**src/rtl/multicore_pkg.sv**
```systemverilog
// Shared types and width constants for the multicore sum-of-squares engine.
// Widths are sized for the largest legal configuration (16 cores, 1024 elements).
package multicore_pkg;

  typedef enum logic [1:0] {
    IDLE    = 2'd0,
    COMPUTE = 2'd1,
    REDUCE  = 2'd2,
    DONE    = 2'd3
  } state_e;

  localparam int unsigned MAX_CORES = 16;
  localparam int unsigned MAX_VEC   = 1024;

  localparam int unsigned STEP_W = $clog2(MAX_VEC + 1);
  localparam int unsigned CORE_W = $clog2(MAX_CORES + 1);
  localparam int unsigned IDX_W  = $clog2(MAX_VEC * MAX_CORES) + 1;

  function automatic int unsigned ceil_div(input int unsigned a, input int unsigned b);
    return (a + b - 1) / b;
  endfunction

endpackage

```
**src/rtl/multicore_core.sv**
```systemverilog
// One compute core: generates element(step*CORE_COUNT+id) = index+1 on the fly,
// squares it at DATA_W bits and accumulates while enabled.
module multicore_core
  import multicore_pkg::*;
#(
  parameter int unsigned CORE_COUNT = 6,
  parameter int unsigned VEC_LEN    = 96,
  parameter int unsigned DATA_W     = 32
) (
  input  logic              clock,
  input  logic              reset,
  input  logic              clear_i,
  input  logic              enable_i,
  input  logic [STEP_W-1:0] index_i,
  input  logic [CORE_W-1:0] core_id_i,
  output logic [DATA_W-1:0] partial_o
);

  logic [IDX_W-1:0]  elem_idx_c;
  logic [DATA_W-1:0] elem_c;
  logic [DATA_W-1:0] square_c;
  logic [DATA_W-1:0] acc_d;
  logic [DATA_W-1:0] acc_q;

  // Out-of-range indices (tail step, surplus cores) contribute zero.
  always_comb begin
    elem_idx_c = IDX_W'(index_i) * IDX_W'(CORE_COUNT) + IDX_W'(core_id_i);
    elem_c     = DATA_W'(elem_idx_c) + DATA_W'(1);
    square_c   = elem_c * elem_c;
    acc_d      = acc_q;
    if (enable_i && (elem_idx_c < IDX_W'(VEC_LEN))) begin
      acc_d = acc_q + square_c;
    end
  end

  always_ff @(posedge clock) begin
    if (reset || clear_i) begin
      acc_q <= '0;
    end else begin
      acc_q <= acc_d;
    end
  end

  assign partial_o = acc_q;

endmodule

```
**src/rtl/multicore_top.sv**
```systemverilog
// Controller for CORE_COUNT parallel sum-of-squares cores: launch, serial reduce, done.
// Optional cycleCount output is built when PERF_COUNTER_EN is defined.
module multicore_top
  import multicore_pkg::*;
#(
  parameter int unsigned CORE_COUNT = 6,
  parameter int unsigned VEC_LEN    = 96,
  parameter int unsigned DATA_W     = 32
) (
  input  logic              clock,
  input  logic              reset,
  input  logic              start,
  output logic              processorReady,
  output logic              processDone,
`ifdef PERF_COUNTER_EN
  output logic [15:0]       cycleCount,
`endif
  output logic [DATA_W-1:0] result
);

  localparam int unsigned STEPS = ceil_div(VEC_LEN, CORE_COUNT);

  state_e              state_q;
  logic [STEP_W-1:0]   step_q;
  logic [CORE_W-1:0]   sel_q;
  logic [DATA_W-1:0]   result_q;
  logic                ready_q;
  logic                done_q;
  logic                launch_c;
  logic                compute_c;
  logic [DATA_W-1:0]   partial [CORE_COUNT];

  assign launch_c  = start && ((state_q == IDLE) || (state_q == DONE));
  assign compute_c = (state_q == COMPUTE);

  for (genvar k = 0; k < CORE_COUNT; k++) begin : g_core
    multicore_core #(
      .CORE_COUNT (CORE_COUNT),
      .VEC_LEN    (VEC_LEN),
      .DATA_W     (DATA_W)
    ) u_core (
      .clock     (clock),
      .reset     (reset),
      .clear_i   (launch_c),
      .enable_i  (compute_c),
      .index_i   (step_q),
      .core_id_i (CORE_W'(k)),
      .partial_o (partial[k])
    );
  end

  always_ff @(posedge clock) begin
    if (reset) begin
      state_q  <= IDLE;
      step_q   <= '0;
      sel_q    <= '0;
      result_q <= '0;
      ready_q  <= 1'b1;
      done_q   <= 1'b0;
    end else begin
      unique case (state_q)
        IDLE, DONE: begin
          if (start) begin
            state_q  <= COMPUTE;
            step_q   <= '0;
            sel_q    <= '0;
            result_q <= '0;
            ready_q  <= 1'b0;
            done_q   <= 1'b0;
          end
        end
        COMPUTE: begin
          if (step_q == STEP_W'(STEPS - 1)) begin
            state_q <= REDUCE;
            sel_q   <= '0;
          end else begin
            step_q <= step_q + STEP_W'(1);
          end
        end
        REDUCE: begin
          // One partial per cycle, core 0 first.
          result_q <= result_q + partial[sel_q];
          if (sel_q == CORE_W'(CORE_COUNT - 1)) begin
            state_q <= DONE;
            done_q  <= 1'b1;
          end else begin
            sel_q <= sel_q + CORE_W'(1);
          end
        end
        default: begin
          state_q <= IDLE;
          ready_q <= 1'b1;
          done_q  <= 1'b0;
        end
      endcase
    end
  end

`ifdef PERF_COUNTER_EN
  logic [15:0] cycle_q;

  always_ff @(posedge clock) begin
    if (reset || launch_c) begin
      cycle_q <= '0;
    end else if ((state_q == COMPUTE) || (state_q == REDUCE)) begin
      cycle_q <= cycle_q + 16'd1;
    end
  end

  assign cycleCount = cycle_q;
`endif

  assign processorReady = ready_q;
  assign processDone    = done_q;
  assign result         = result_q;

endmodule

```
**config.mk**
```make
export PLATFORM = sky130hd
export DESIGN_NAME = multicore_top
export DESIGN_NICKNAME = d
export VERILOG_FILES = /design/src/rtl/multicore_pkg.sv /design/src/rtl/multicore_core.sv /design/src/rtl/multicore_top.sv
export SDC_FILE = /design/constraint.sdc
export NUM_CORES = 2
export LEC_CHECK = 0
export BUFFER_PORTS_ARGS = -buffer_cell sky130_fd_sc_hd__buf_2
export CORE_ASPECT_RATIO = 1.1
export CORE_MARGIN = 1
export CORE_UTILIZATION = 61
export CTS_BUF_LIST = sky130_fd_sc_hd__clkbuf_8
export CTS_CLUSTER_SIZE = 10
export DETAILED_ROUTE_END_ITERATION = 10
export GPL_ROUTABILITY_DRIVEN = 1
export GPL_TIMING_DRIVEN = 0
export PLACE_DENSITY = 0.81
export SLEW_MARGIN = 30
export SYNTH_ARGS = -nofsm -noshare
export SYNTH_HDL_FRONTEND = slang
export SYNTH_SLANG_ARGS = --single-unit
```
**constraint.sdc**
```tcl
create_clock -name clock -period 14.2 [get_ports clock]
set_clock_uncertainty 0.2 [all_clocks]
set_input_delay 2.84 -clock clock [delete_from_list [all_inputs] [get_ports clock]]
set_output_delay 2.84 -clock clock [all_outputs]
set_load 0.05 [all_outputs]
```
==> summary.txt <==
STA
  • Hold Vio Cnt, Final: 0
  • Post-route clock period utilization: 0.9619
  • Fin crit period: approximately 14 ns
  • Setup TNS: 0 ns
  • Max-slew headroom: 0.2733
  • Final slew viol count: 0
  • Fmax: 73.21 MHz
  • Worst-margin pin slew: ~1.1 ns
  • RSZ-0062 raised after global routing: false
  • Setup Viol. Count Final: 0

Clock network
  • Clk root buf: clkbuf_8
  • Count of clock tree sinks: 238
  • Clock Latency Late Sink: 0.72 ns
  • H-tree Lvls: 2
  • Clock buffer depth: 3
  • TritonCTS clock tree: yes
  • TritonCTS Buffers: 47
  • Clock transition at the registers of the reported paths: approximately 0.070 ns

Synthesis
  • Area contributors post-synth: fa_1 35%, ha_1 16%, inv_1 11%, dfxtp_1 9.3%, nand2_1 4.6%
  • Seq/Total Area, Yosys: 0.09331
  • Ys Warns: 0
  • Syn avg cell area: 8.656 µm²
  • Area share of the largest cell type after synthesis: 0.3462
  • Synth area leader: fa_1
  • Ys async rst share: 0
  • Post-synth top flop: dfxtp_1
  • Register bit total from synthesis: 238
  • Synthesized area: 51060 µm²
  • Synth cell types: 96
  • Most frequent cell after synthesis: inv_1
  • EDFF count, synth: 0
  • Synth cell count leaders: 1513 x inv_1, 883 x fa_1, 638 x ha_1, 621 x nand2_1, 330 x nor2_1
  • Gate Count Post-Synth: 5899

Setup path
  • CP Launch Point: step_q[0]
  • Critical-path top delay cell: clkbuf_1
  • CP required: between 10 and 15 ns
  • Setup slack, reg-to-reg: 0.54 ns
  • Reg-to-Reg End: g_core[3].u_core.partial_o[31]
  • CP peak stage delay: 0.77 ns
  • Worst r2r src: step_q[0]
  • Reg2reg path depth: 39
  • Worst setup endpoint: g_core[3].u_core.partial_o[31]
  • CP Max Fanout: 12
  • CP Class: flip-flop to flip-flop
  • Crit end category: flip-flop
  • CP arrival: 14.10 ns
  • Startpoint Class: flip-flop

Final layout
  • Layout Utilization: 0.6571
  • Nets: 7583
  • Layout overhead on the synthesized area: 5.915%
  • Share of layout cells above drive strength 1: 0.04365

Pwr
  • Max VDD drop: 0.06293 mV
  • Leakage: 28.39 nW
  • PwrDens: just under 70 nW/µm²

Job
  • Max-cap viol count: 0

Hold path
  • Hold path depth: 1
  • Min-Delay Path Class: flip-flop to flip-flop

Status
  • Status: completed

Global route
  • Global route overflow: 0
  • GRT Resource Usage Total: 0.3833
  • Initial antenna violation count: 11
  • First-pass GRT wire length: ~250000 µm
  • Vias in the first global route: between 40000 and 50000
  • Largest net degree at the start of global routing: 15

Die
  • Die height: 305.5 µm
  • Chip Width: about 280 µm
  • Row cnt: between 100 and 150
  • Boundary Pins: 37
  • Core Footprint: about 82000 µm²
  • Initial cell density of the core: 0.6204
  • DIE AREA: about 85000 µm²

Drt
  • DRC viols: 0
  • Final ANT Viol Nets: 0
  • Vias per cell: 5.843
  • Drt initial violations: 3851
  • Via count: 41850
  • WL final: 158200 µm
  • Drt wl/cell: roughly 22 µm
  • Drt pass-1 iters: 8

Placement
  • Routability Congestion: 1.043
  • Port buffer count: 35
  • Post-DP HPWL: between 100000 and 150000 µm
==> routing by layer <==
metal | vias to the layer above | routed length, µm | share of wire | GRT usage
met1 | 20330 | 56740 | 0.36 | 0.4632
met3 | 656 | 17280 | 0.11 | 0.09263
met4 | 10 | 13580 | 0.086 | 0.2674
li1 | 18620 | - | - | -
met5 | - | 61 | 0.00039 | 0
met2 | 2241 | 70570 | 0.45 | 0.6047
==> logic make-up (layout without fill, tap and decap cells) <==
family          after synthesis  after routing  share of synthesized area
compound gates              833            833                     0.1031
xor+xnor                    242            242                    0.04210
fa+ha+maj                  1521           1521                     0.5025
buf+inv                    1702           1826                     0.1259
flops                       238            238                    0.09331
mux                          70             70                    0.02115
other cells                   2             77                  0.0001471
simple gates               1291           1291                     0.1119
==> where the power goes <==
part	switching, mW	internal (mW)	leakage, nW
logic	1.41	0.699	25.9
registers	0.109	0.739	1.92
clock network	0.385	0.420	0.558
==> layout make-up <==
type                    count  area, µm²
clock buffers              56      770.7
diodes                      4      10.01
well taps                1064       1331
repair buffers             40      242.7
inverters                1535       5766
flip-flops and latches    238       4765
clock inverters            28      245.2
fillers                  6633      28220
multi-input cells        4030      40270
plain buffers             167      684.4
==> critical path, delay by kind of cell (launching register included) <==
family / cells / cell delay, ns
DFF: 1 / 0.75
buffers and inverters: 12 / 3.49
and+or+nand+nor: 5 / 1.37
xor gates and xnor gates: 3 / 0.73
AOI/OAI and AO/OA: 10 / 2.75
adders and majority gates: 9 / 4.24
==> worst min-delay path by stage <==
| stage | start | to |
|---|---|---|
| 6_report | processorReady | processorReady |
| 3_5_place_dp | processorReady | processorReady |
| 5_1_grt | processorReady | processorReady |
| 4_1_cts | processorReady | processorReady |
| 3_3_place_gp | processorReady | processorReady |
| 2_1_floorplan | g_core[2].u_core.partial_o[6] | g_core[2].u_core.partial_o[6] |
==> through the flow <==
stage	hold WS [ns]	instances	worst slack, ns	cell area, µm²	power [mW]
final	0.2638	7162	0.5414	54080	3.758
after detailed placement	0.2466	7074	0.7226	53010	2.868
after global routing	0.2788	7159	0.3093	54080	3.964
after floorplan	0.2417	5970	4.474	51330	2.212
after global placement	0.2325	7069	-0.4260	52840	2.812
after CTS	0.2640	7158	0.6641	54020	3.670
==> sequential cells by signal, summed over array words and instances, names as in the netlist <==
register                 count
g_core.u_core.partial_o    186
sel_q                        5
result                      32
step_q                      11
processorReady               1
processDone                  1
state_q                      2
==> repair_timing <==
| action | in CTS | in global routing |
|---|---|---|
| resized for setup | 0 | 6 |
| endpoints found under the setup margin | 0 | 2 |
| setup buffers | 0 | 0 |
| hold buffers | 0 | 0 |
==> layout by cell type (no fill, tap or decap), drive strengths merged, types with 22 or more instances in the layout <==
cell type and instances:
nand2b 23, dfxtp 238, a22oi 26, a21o 92, and2 37, conb 73, mux4 30, nor2 334
a31oi 25, o21ai 123, inv 1537, mux2i 37, fa 883, o22ai 22, clkbuf 182, xor2 56
and3 26, nand2 622, buf 80, o21bai 28, nor3 52, o21a 28, a211oi 34, nand3 68
or3 27, a21oi 326, xnor2 186, ha 638
Power figures use the tool's default switching activity.
